===== config.mk =====
export PLATFORM = sky130hd
export DESIGN_NAME = tx_frame_queue
export DESIGN_NICKNAME = d
export VERILOG_FILES = /design/src/rtl/tx_frame_queue_pkg.sv /design/src/rtl/tx_len_fifo.sv /design/src/rtl/tx_frame_queue.sv
export SDC_FILE = /design/constraint.sdc
export NUM_CORES = 2
export LEC_CHECK = 0
export CAP_MARGIN = 20
export CORE_MARGIN = 3
export CORE_UTILIZATION = 40
export DETAILED_ROUTE_END_ITERATION = 10
export PLACE_DENSITY = 0.52
export SYNTH_ARGS = -nofsm -noshare
export SYNTH_HDL_FRONTEND = slang
export SYNTH_HIERARCHICAL = 1
export SYNTH_SLANG_ARGS = --single-unit

===== constraint.sdc =====
create_clock -name i_clk -period 11.5 [get_ports i_clk]
set_input_delay 1.725 -clock i_clk [delete_from_list [all_inputs] [get_ports i_clk]]
set_output_delay 1.725 -clock i_clk [all_outputs]
set_load 0.03 [all_outputs]

===== src/rtl/tx_frame_queue_pkg.sv =====
// rtl/tx_frame_queue_pkg.sv - shared FSM encoding, status bit map and command priority for tx_frame_queue
package tx_frame_queue_pkg;

    localparam logic [1:0] ST_IDLE   = 2'd0;
    localparam logic [1:0] ST_FETCH  = 2'd1;
    localparam logic [1:0] ST_STREAM = 2'd2;

    localparam int STAT_FIFO_EMPTY = 0;
    localparam int STAT_BUF_FULL   = 1;
    localparam int STAT_FIFO_FULL  = 2;
    localparam int STAT_BUSY       = 3;
    localparam int STAT_OVERFLOW   = 8;
    localparam int STAT_FRM_OVF    = 9;
    localparam int STAT_EMPTY_FRM  = 10;
    localparam int STAT_CONFLICT   = 11;

    // Bit positions in the command request vector; a higher bit wins.
    localparam int REQ_DATA_WE    = 0;
    localparam int REQ_PUSH_IDX   = 1;
    localparam int REQ_PUSH_FRAME = 2;
    localparam int REQ_POP_IDX    = 3;

    typedef enum logic [2:0] {
        CMD_NONE,
        CMD_POP_IDX,
        CMD_PUSH_FRAME,
        CMD_PUSH_IDX,
        CMD_WRITE
    } cmd_e;

    function automatic cmd_e decode_cmd(input logic [3:0] req);
        if (req[REQ_POP_IDX])    return CMD_POP_IDX;
        if (req[REQ_PUSH_FRAME]) return CMD_PUSH_FRAME;
        if (req[REQ_PUSH_IDX])   return CMD_PUSH_IDX;
        if (req[REQ_DATA_WE])    return CMD_WRITE;
        return CMD_NONE;
    endfunction

    function automatic logic cmd_conflict(input logic [3:0] req);
        return (req & (req - 4'd1)) != 4'd0;
    endfunction

endpackage


===== src/rtl/tx_len_fifo.sv =====
// rtl/tx_len_fifo.sv - synchronous FIFO holding committed frame lengths
module tx_len_fifo
#(
    parameter int DATA_W  = 9,
    parameter int DEPTH_W = 3
)
(
    input  logic                i_clk,
    input  logic                i_rst_n,
    input  logic                i_clr_n,
    input  logic                i_wr_en,
    input  logic [DATA_W-1:0]   i_wr_data,
    input  logic                i_rd_en,
    output logic [DATA_W-1:0]   o_rd_data,
    output logic                o_full,
    output logic                o_empty,
    output logic [DEPTH_W:0]    o_count
);

    logic [DATA_W-1:0] mem [0:(1<<DEPTH_W)-1];
    logic [DEPTH_W:0]  wr_ptr;
    logic [DEPTH_W:0]  rd_ptr;
    logic              do_wr;
    logic              do_rd;

    assign o_count   = wr_ptr - rd_ptr;
    assign o_full    = o_count[DEPTH_W];
    assign o_empty   = (o_count == '0);
    assign do_wr     = i_wr_en && !o_full;
    assign do_rd     = i_rd_en && !o_empty;
    assign o_rd_data = mem[rd_ptr[DEPTH_W-1:0]];

    always_ff @(posedge i_clk) begin
        if (do_wr) begin
            mem[wr_ptr[DEPTH_W-1:0]] <= i_wr_data;
        end
    end

    always_ff @(posedge i_clk or negedge i_rst_n) begin
        if (!i_rst_n) begin
            wr_ptr <= '0;
            rd_ptr <= '0;
        end else if (!i_clr_n) begin
            wr_ptr <= '0;
            rd_ptr <= '0;
        end else begin
            if (do_wr) begin
                wr_ptr <= wr_ptr + 1'b1;
            end
            if (do_rd) begin
                rd_ptr <= rd_ptr + 1'b1;
            end
        end
    end

endmodule


===== src/rtl/tx_frame_queue.sv =====
// rtl/tx_frame_queue.sv - byte buffer with checkpointed open frame and framed output stream
module tx_frame_queue
    import tx_frame_queue_pkg::*;
#(
    parameter int ADDR_W = 8,
    parameter int FRM_W  = 3
)
(
    input  logic        i_clk,
    input  logic        i_rst_n,
    input  logic        i_soft_rst_n,
    input  logic [7:0]  i_data,
    input  logic        i_data_we,
    input  logic        i_push_write_index,
    input  logic        i_pop_write_index,
    input  logic        i_push_frame,
    output logic [15:0] o_data_size,
    output logic [7:0]  o_frames_count,
    output logic [15:0] o_status,
    output logic [7:0]  o_out_data,
    output logic        o_out_valid,
    input  logic        i_out_ready,
    output logic        o_out_last
);

    localparam int PTR_W = ADDR_W + 1;
    localparam int DEPTH = 1 << ADDR_W;

    logic [7:0]        mem [0:DEPTH-1];
    logic [PTR_W-1:0]  wr_ptr;
    logic [PTR_W-1:0]  rd_ptr;
    logic [PTR_W-1:0]  chk_ptr;
    logic [PTR_W-1:0]  cur_len;
    logic [PTR_W-1:0]  chk_len;
    logic [PTR_W-1:0]  remaining;
    logic [PTR_W-1:0]  used;
    logic [PTR_W-1:0]  rd_ptr_next;
    logic [1:0]        rd_state;

    logic              sticky_ovf;
    logic              sticky_frm_ovf;
    logic              sticky_empty;
    logic              sticky_conflict;

    logic [3:0]        cmd_req;
    cmd_e              cmd;
    logic              conflict;
    logic              buf_full;
    logic              do_write;
    logic              do_commit;
    logic              handshake;
    logic              fifo_pop;
    logic              fifo_full;
    logic              fifo_empty;
    logic [PTR_W-1:0]  fifo_head;
    logic [FRM_W:0]    fifo_count;

    always_comb begin
        cmd_req                 = '0;
        cmd_req[REQ_DATA_WE]    = i_data_we;
        cmd_req[REQ_PUSH_IDX]   = i_push_write_index;
        cmd_req[REQ_PUSH_FRAME] = i_push_frame;
        cmd_req[REQ_POP_IDX]    = i_pop_write_index;
    end

    assign cmd         = decode_cmd(cmd_req);
    assign conflict    = cmd_conflict(cmd_req);
    // wr_ptr never runs more than DEPTH ahead of rd_ptr, so the MSB of the distance means full.
    assign used        = wr_ptr - rd_ptr;
    assign buf_full    = used[ADDR_W];
    assign do_write    = i_soft_rst_n && (cmd == CMD_WRITE) && !buf_full;
    assign do_commit   = i_soft_rst_n && (cmd == CMD_PUSH_FRAME) && (cur_len != '0) && !fifo_full;
    assign handshake   = o_out_valid && i_out_ready;
    assign fifo_pop    = (rd_state == ST_STREAM) && handshake && o_out_last;
    assign rd_ptr_next = rd_ptr + 1'b1;

    tx_len_fifo #(
        .DATA_W  (PTR_W),
        .DEPTH_W (FRM_W)
    ) u_len_fifo (
        .i_clk     (i_clk),
        .i_rst_n   (i_rst_n),
        .i_clr_n   (i_soft_rst_n),
        .i_wr_en   (do_commit),
        .i_wr_data (cur_len),
        .i_rd_en   (fifo_pop),
        .o_rd_data (fifo_head),
        .o_full    (fifo_full),
        .o_empty   (fifo_empty),
        .o_count   (fifo_count)
    );

    always_ff @(posedge i_clk) begin
        if (do_write) begin
            mem[wr_ptr[ADDR_W-1:0]] <= i_data;
        end
    end

    always_ff @(posedge i_clk or negedge i_rst_n) begin
        if (!i_rst_n) begin
            wr_ptr          <= '0;
            chk_ptr         <= '0;
            cur_len         <= '0;
            chk_len         <= '0;
            sticky_ovf      <= 1'b0;
            sticky_frm_ovf  <= 1'b0;
            sticky_empty    <= 1'b0;
            sticky_conflict <= 1'b0;
        end else if (!i_soft_rst_n) begin
            wr_ptr          <= '0;
            chk_ptr         <= '0;
            cur_len         <= '0;
            chk_len         <= '0;
            sticky_ovf      <= 1'b0;
            sticky_frm_ovf  <= 1'b0;
            sticky_empty    <= 1'b0;
            sticky_conflict <= 1'b0;
        end else begin
            if (conflict) begin
                sticky_conflict <= 1'b1;
            end
            case (cmd)
                CMD_POP_IDX: begin
                    wr_ptr  <= chk_ptr;
                    cur_len <= chk_len;
                end
                CMD_PUSH_FRAME: begin
                    if (cur_len == '0) begin
                        sticky_empty <= 1'b1;
                    end else if (fifo_full) begin
                        sticky_frm_ovf <= 1'b1;
                    end else begin
                        chk_ptr <= wr_ptr;
                        cur_len <= '0;
                        chk_len <= '0;
                    end
                end
                CMD_PUSH_IDX: begin
                    chk_ptr <= wr_ptr;
                    chk_len <= cur_len;
                end
                CMD_WRITE: begin
                    if (buf_full) begin
                        sticky_ovf <= 1'b1;
                    end else begin
                        wr_ptr  <= wr_ptr + 1'b1;
                        cur_len <= cur_len + 1'b1;
                    end
                end
                default: begin
                end
            endcase
        end
    end

    always_ff @(posedge i_clk or negedge i_rst_n) begin
        if (!i_rst_n) begin
            rd_state    <= ST_IDLE;
            rd_ptr      <= '0;
            remaining   <= '0;
            o_out_data  <= '0;
            o_out_valid <= 1'b0;
            o_out_last  <= 1'b0;
        end else if (!i_soft_rst_n) begin
            rd_state    <= ST_IDLE;
            rd_ptr      <= '0;
            remaining   <= '0;
            o_out_data  <= '0;
            o_out_valid <= 1'b0;
            o_out_last  <= 1'b0;
        end else begin
            case (rd_state)
                ST_IDLE: begin
                    if (!fifo_empty) begin
                        remaining <= fifo_head;
                        rd_state  <= ST_FETCH;
                    end
                end
                ST_FETCH: begin
                    o_out_data  <= mem[rd_ptr[ADDR_W-1:0]];
                    o_out_valid <= 1'b1;
                    o_out_last  <= (remaining == PTR_W'(1));
                    rd_state    <= ST_STREAM;
                end
                ST_STREAM: begin
                    if (handshake) begin
                        rd_ptr    <= rd_ptr_next;
                        remaining <= remaining - 1'b1;
                        if (o_out_last) begin
                            o_out_valid <= 1'b0;
                            o_out_last  <= 1'b0;
                            rd_state    <= ST_IDLE;
                        end else begin
                            // Prefetch the following byte so the stream has no bubbles.
                            o_out_data <= mem[rd_ptr_next[ADDR_W-1:0]];
                            o_out_last <= (remaining == PTR_W'(2));
                        end
                    end
                end
                default: begin
                    rd_state <= ST_IDLE;
                end
            endcase
        end
    end

    assign o_data_size    = 16'(used);
    assign o_frames_count = 8'(fifo_count);

    always_comb begin
        o_status                  = '0;
        o_status[STAT_FIFO_EMPTY] = fifo_empty;
        o_status[STAT_BUF_FULL]   = buf_full;
        o_status[STAT_FIFO_FULL]  = fifo_full;
        o_status[STAT_BUSY]       = (rd_state != ST_IDLE);
        o_status[STAT_OVERFLOW]   = sticky_ovf;
        o_status[STAT_FRM_OVF]    = sticky_frm_ovf;
        o_status[STAT_EMPTY_FRM]  = sticky_empty;
        o_status[STAT_CONFLICT]   = sticky_conflict;
    end

endmodule


==> results.txt <==
- After routing, the total negative slack on setup checks comes to 0 ns.
- Number of vias after detailed routing: 62100
- Switching power: 3.55 mW
- Summed over all layers, the routed wires come to 366000 µm.
* Antenna violations before repair: 32
- Worst min-delay path startpoint: chk_ptr[7]
* FF-to-FF setup slack: 5.59 ns
* Seq pwr share: 0.512
- Yosys mapped a number of flops with a built-in enable equal to 2120.
- Synthesis inferred 2198 register bits.
* Total die area: 266000 µm²
- The count of final max-slew check failures is 116.
* Site row count: 186
- Part of the cycle the worst path needs: 0.558
* Total of cells resized after clock tree synthesis: 0
* Max Freq: 156 MHz
- # hold bufs at CTS: 0
* Synth Area in Compound Gates: 0.0449
- STA classifies the critical path endpoint as an output pin.
* Clock share of power: 0.476
- Critical path data arrival time: 4.70 ns
* Worst hold path endpoint: chk_ptr[7]
- Fraction of synthesized cell area taken by the top area cell type: 0.611
* Startpoint of the most critical register-to-register path: rd_ptr[0]
* GRT Overall Usage: 0.272
* Max capacitance violation total: 0
- The first global-routing pass estimated 506000 µm of wire.
- Horizontal die dimension: 516 µm
* Critical path data required time: 9.78 ns
- Simple-gate portion of the synthesized area: 0.0375
- Minimum setup slack in the final design: 5.08 ns
- The share of total power dissipated in combinational logic is 0.013.
- The root buffer cell chosen for the clock tree is clkbuf_16.
- Worst slack, placed: 5.52 ns
* CTS tree: done
- Counting along the longest clock path gives a buffer depth of 4.
* Post-synthesis share of cell area spent on xor and xnor gates: 0.00242
- After the last flow step, the layout net total stands at 5801.
* Avg Synthesized Cell Area: 18.2 µm²
- CTS Buf Count: 245
- Setup bufs post-CTS: 0
* Register area share after synthesis: 0.630
* Layout cells sized above 1: 0.290
- The final reports fail on slew limit.
- Asr flop ratio synth: 0.0355
* Maximum vdd ir drop: 0.000132 V
- For this block, the initial DRC count from the detailed router was 8900.
- Clk sink count: 2198
- In the post-synthesis netlist, the biggest area contributors are edfxtp_1 (61%), mux4_2 (22%), mux2i_1 (3.1%).
* Pin count of the biggest net entering global routing: 171
- # IOs: 66
- HPWL Detailed: 231000 µm
- Fillers: 21900
* Critical path startpoint category: register
- Of the total synthesized cell area, the portion taken by full adders, half adders and majority gates is 0.00315.
* Internal power of the cells: 13.6 mW
* Initial Utilization: 0.404
- In this run the cell area of the synthesized design comes to 104000 µm².
- After clock tree synthesis, the clock-pin slew on the worst setup and hold paths is 0.06 ns.
* Core Area: 258000 µm²
- At the pin with the least slew margin, the transition time is 1.68 ns.
* Top_reg_cell synth: edfxtp_1
- By startpoint and endpoint, the worst setup path is classified as reg -> out.
* Netlist cell types: 88
* Number of buffer cells added on primary ports: 46
- Of the total power, the share spent switching nets is 0.207.
- The routed design could run at a clock period as short as 6.42 ns.
* Final hold violations: 0
- Of all nets on the critical path, the largest fanout is 76.
- Mux share of post-synthesis cell area: 0.255
- Power spread over the standard cell area amounts to 147 nW/µm².
- Worst Hold Depth: 2
- Counting every instance in the synthesized netlist gives 5716.
- RSZ-0062 raised after global routing: false
* WL/cell: 39.1 µm
- Clk_lat worst skew: 0.95 ns
- Routability-driven placement finished with a final weighted congestion of 0.895.
- Yosys warns: 6
* Static power due to leakage: 34.6 nW
* # DRC: 0
- Class of the tightest hold or removal check: reg -> reg
- GR Overflow Total: 0
* H-tree depth: 4
- The worst pin sits at a relative slew slack of -0.118.
* Run status: complete, but fails checks
- The number of cells on the worst reg-to-reg path is 9.
- Across the routed clock network, the largest skew measured is 0.0890 ns.
- Commonest non-fill, non-tap cell in the layout: edfxtp_1
- Post-synth top area cell: edfxtp_1
- The via count of the first global-routing pass came to 60600.
* Average via count per standard cell: 6.64
- For this run, the detailed router's first-pass iteration total came to 6.
- After synthesis, the largest family of logic cells by area is multiplexers.
- Residual antenna-violating net count after detailed routing: 0
- Setup-violating endpoint count in the final report: 0
* Highest-count cells in the layout ignoring fill and taps: edfxtp_1 (2120), mux4_2 (1002), nor2_1 (356)
* Growth of design area from synthesis to finish: 11.9%
- Reg2Reg Capture Point: o_out_data[1]
- Chip Height: 516 µm
[through the flow]
| step | total power, mW | hold slack (ns) | utilization | area, µm² | instances |
|---|---|---|---|---|---|
| floorplan | 8.99 | 0.448 | - | 104000 | 5734 |
| global placement | 9.16 | 0.464 | 0.419 | 108000 | 8873 |
| detailed placement | 9.16 | 0.466 | 0.420 | 108000 | 8889 |
| CTS | 17.3 | 0.480 | 0.452 | 116000 | 9334 |
| global route | 17.6 | 0.500 | 0.452 | 117000 | 9344 |
| finish | 17.2 | 0.480 | 0.452 | 117000 | 9349 |
[cell usage after synthesis, types with 56 or more instances]
cell type,number
edfxtp_1,2120
buf_4,109
clkbuf_1,180
o22ai_1,56
mux4_2,1002
a21oi_1,169
a22oi_1,60
mux2i_1,324
nand2_1,248
dfrtp_1,78
nor3_1,60
buf_2,95
nand3_1,70
nor2_1,364
o21ai_0,129
[cells by family after synthesis]
family | Yosys count
AOI/OAI and AO/OA | 698
adders and majority gates | 25
xor gates and xnor gates | 27
and+or+nand+nor | 883
buffers and inverters | 501
muxes | 1383
other | 1
DFF | 2198
[worst max-delay path: stages (launching register included)]
cell             delay (ns)
dfrtp_4                0.78
buf_12                 0.63
fa_1                   0.35
nor2b_1                0.05
o21ai_0                0.24
a21boi_1               0.13
o21ai_0                0.23
a21oi_1                0.15
xnor2_2                0.14
buf_4                  0.26
clkdlybuf4s50_1        0.79
[state kept, by name, indices dropped and copies added, names as in the netlist]
name / flops
rd_state: 2
chk_ptr: 9
remaining: 9
chk_len: 9
u_len_fifo/wr_ptr: 4
sticky_empty: 1
rd_ptr: 9
mem: 2048
wr_ptr: 9
o_out_last: 1
sticky_conflict: 1
sticky_frm_ovf: 1
u_len_fifo/rd_ptr: 4
o_out_valid: 1
sticky_ovf: 1
o_out_data: 8
cur_len: 9
u_len_fifo/mem: 72
[power by group through the flow]
stage          Combinational [mW]  Sequential [mW]  Clock [mW]
6_report                    0.215             8.78        8.16
5_1_grt                     0.228             8.77        8.61
4_1_cts                     0.216             8.78        8.28
3_5_place_dp                0.217             8.95           0
3_3_place_gp                0.214             8.95           0
2_1_floorplan              0.0436             8.95           0
[worst max-delay path by stage]
stage | slack, ns | startpoint | to | depth (start not counted)
detailed placement | 5.52 | i_pop_write_index | mem[26][5] | 7
global placement | 5.51 | rd_ptr[1] | mem[26][5] | 12
global route | 4.71 | rd_ptr[1] | o_data_size[7] | 13
floorplan | 6.74 | rd_ptr[2] | o_status[1] | 13
finish | 5.08 | rd_ptr[1] | o_status[1] | 10
CTS | 4.97 | rd_ptr[1] | o_status[1] | 10
[area by class of cell]
class | instances | area, µm² | share of cell area
well taps | 3384 | 4230 | 0.0363
repair buffers | 249 | 2250 | 0.0193
clock inverters | 168 | 1970 | 0.0169
flip-flops and latches | 2198 | 65600 | 0.563
inverters | 31 | 123 | 0.00105
diodes | 7 | 17.5 | 0.000150
clock buffers | 277 | 6310 | 0.0542
multi-input cells | 3035 | 36000 | 0.309
[layer usage]
metal,track usage,vias to the layer above,part of all wire
li1,-,24200,-
met1,0.379,33500,0.40
met2,0.415,3689,0.46
met3,0.0684,660,0.10
met4,0.102,16,0.044
met5,0,-,0.00028
Power figures use the tool's default switching activity.
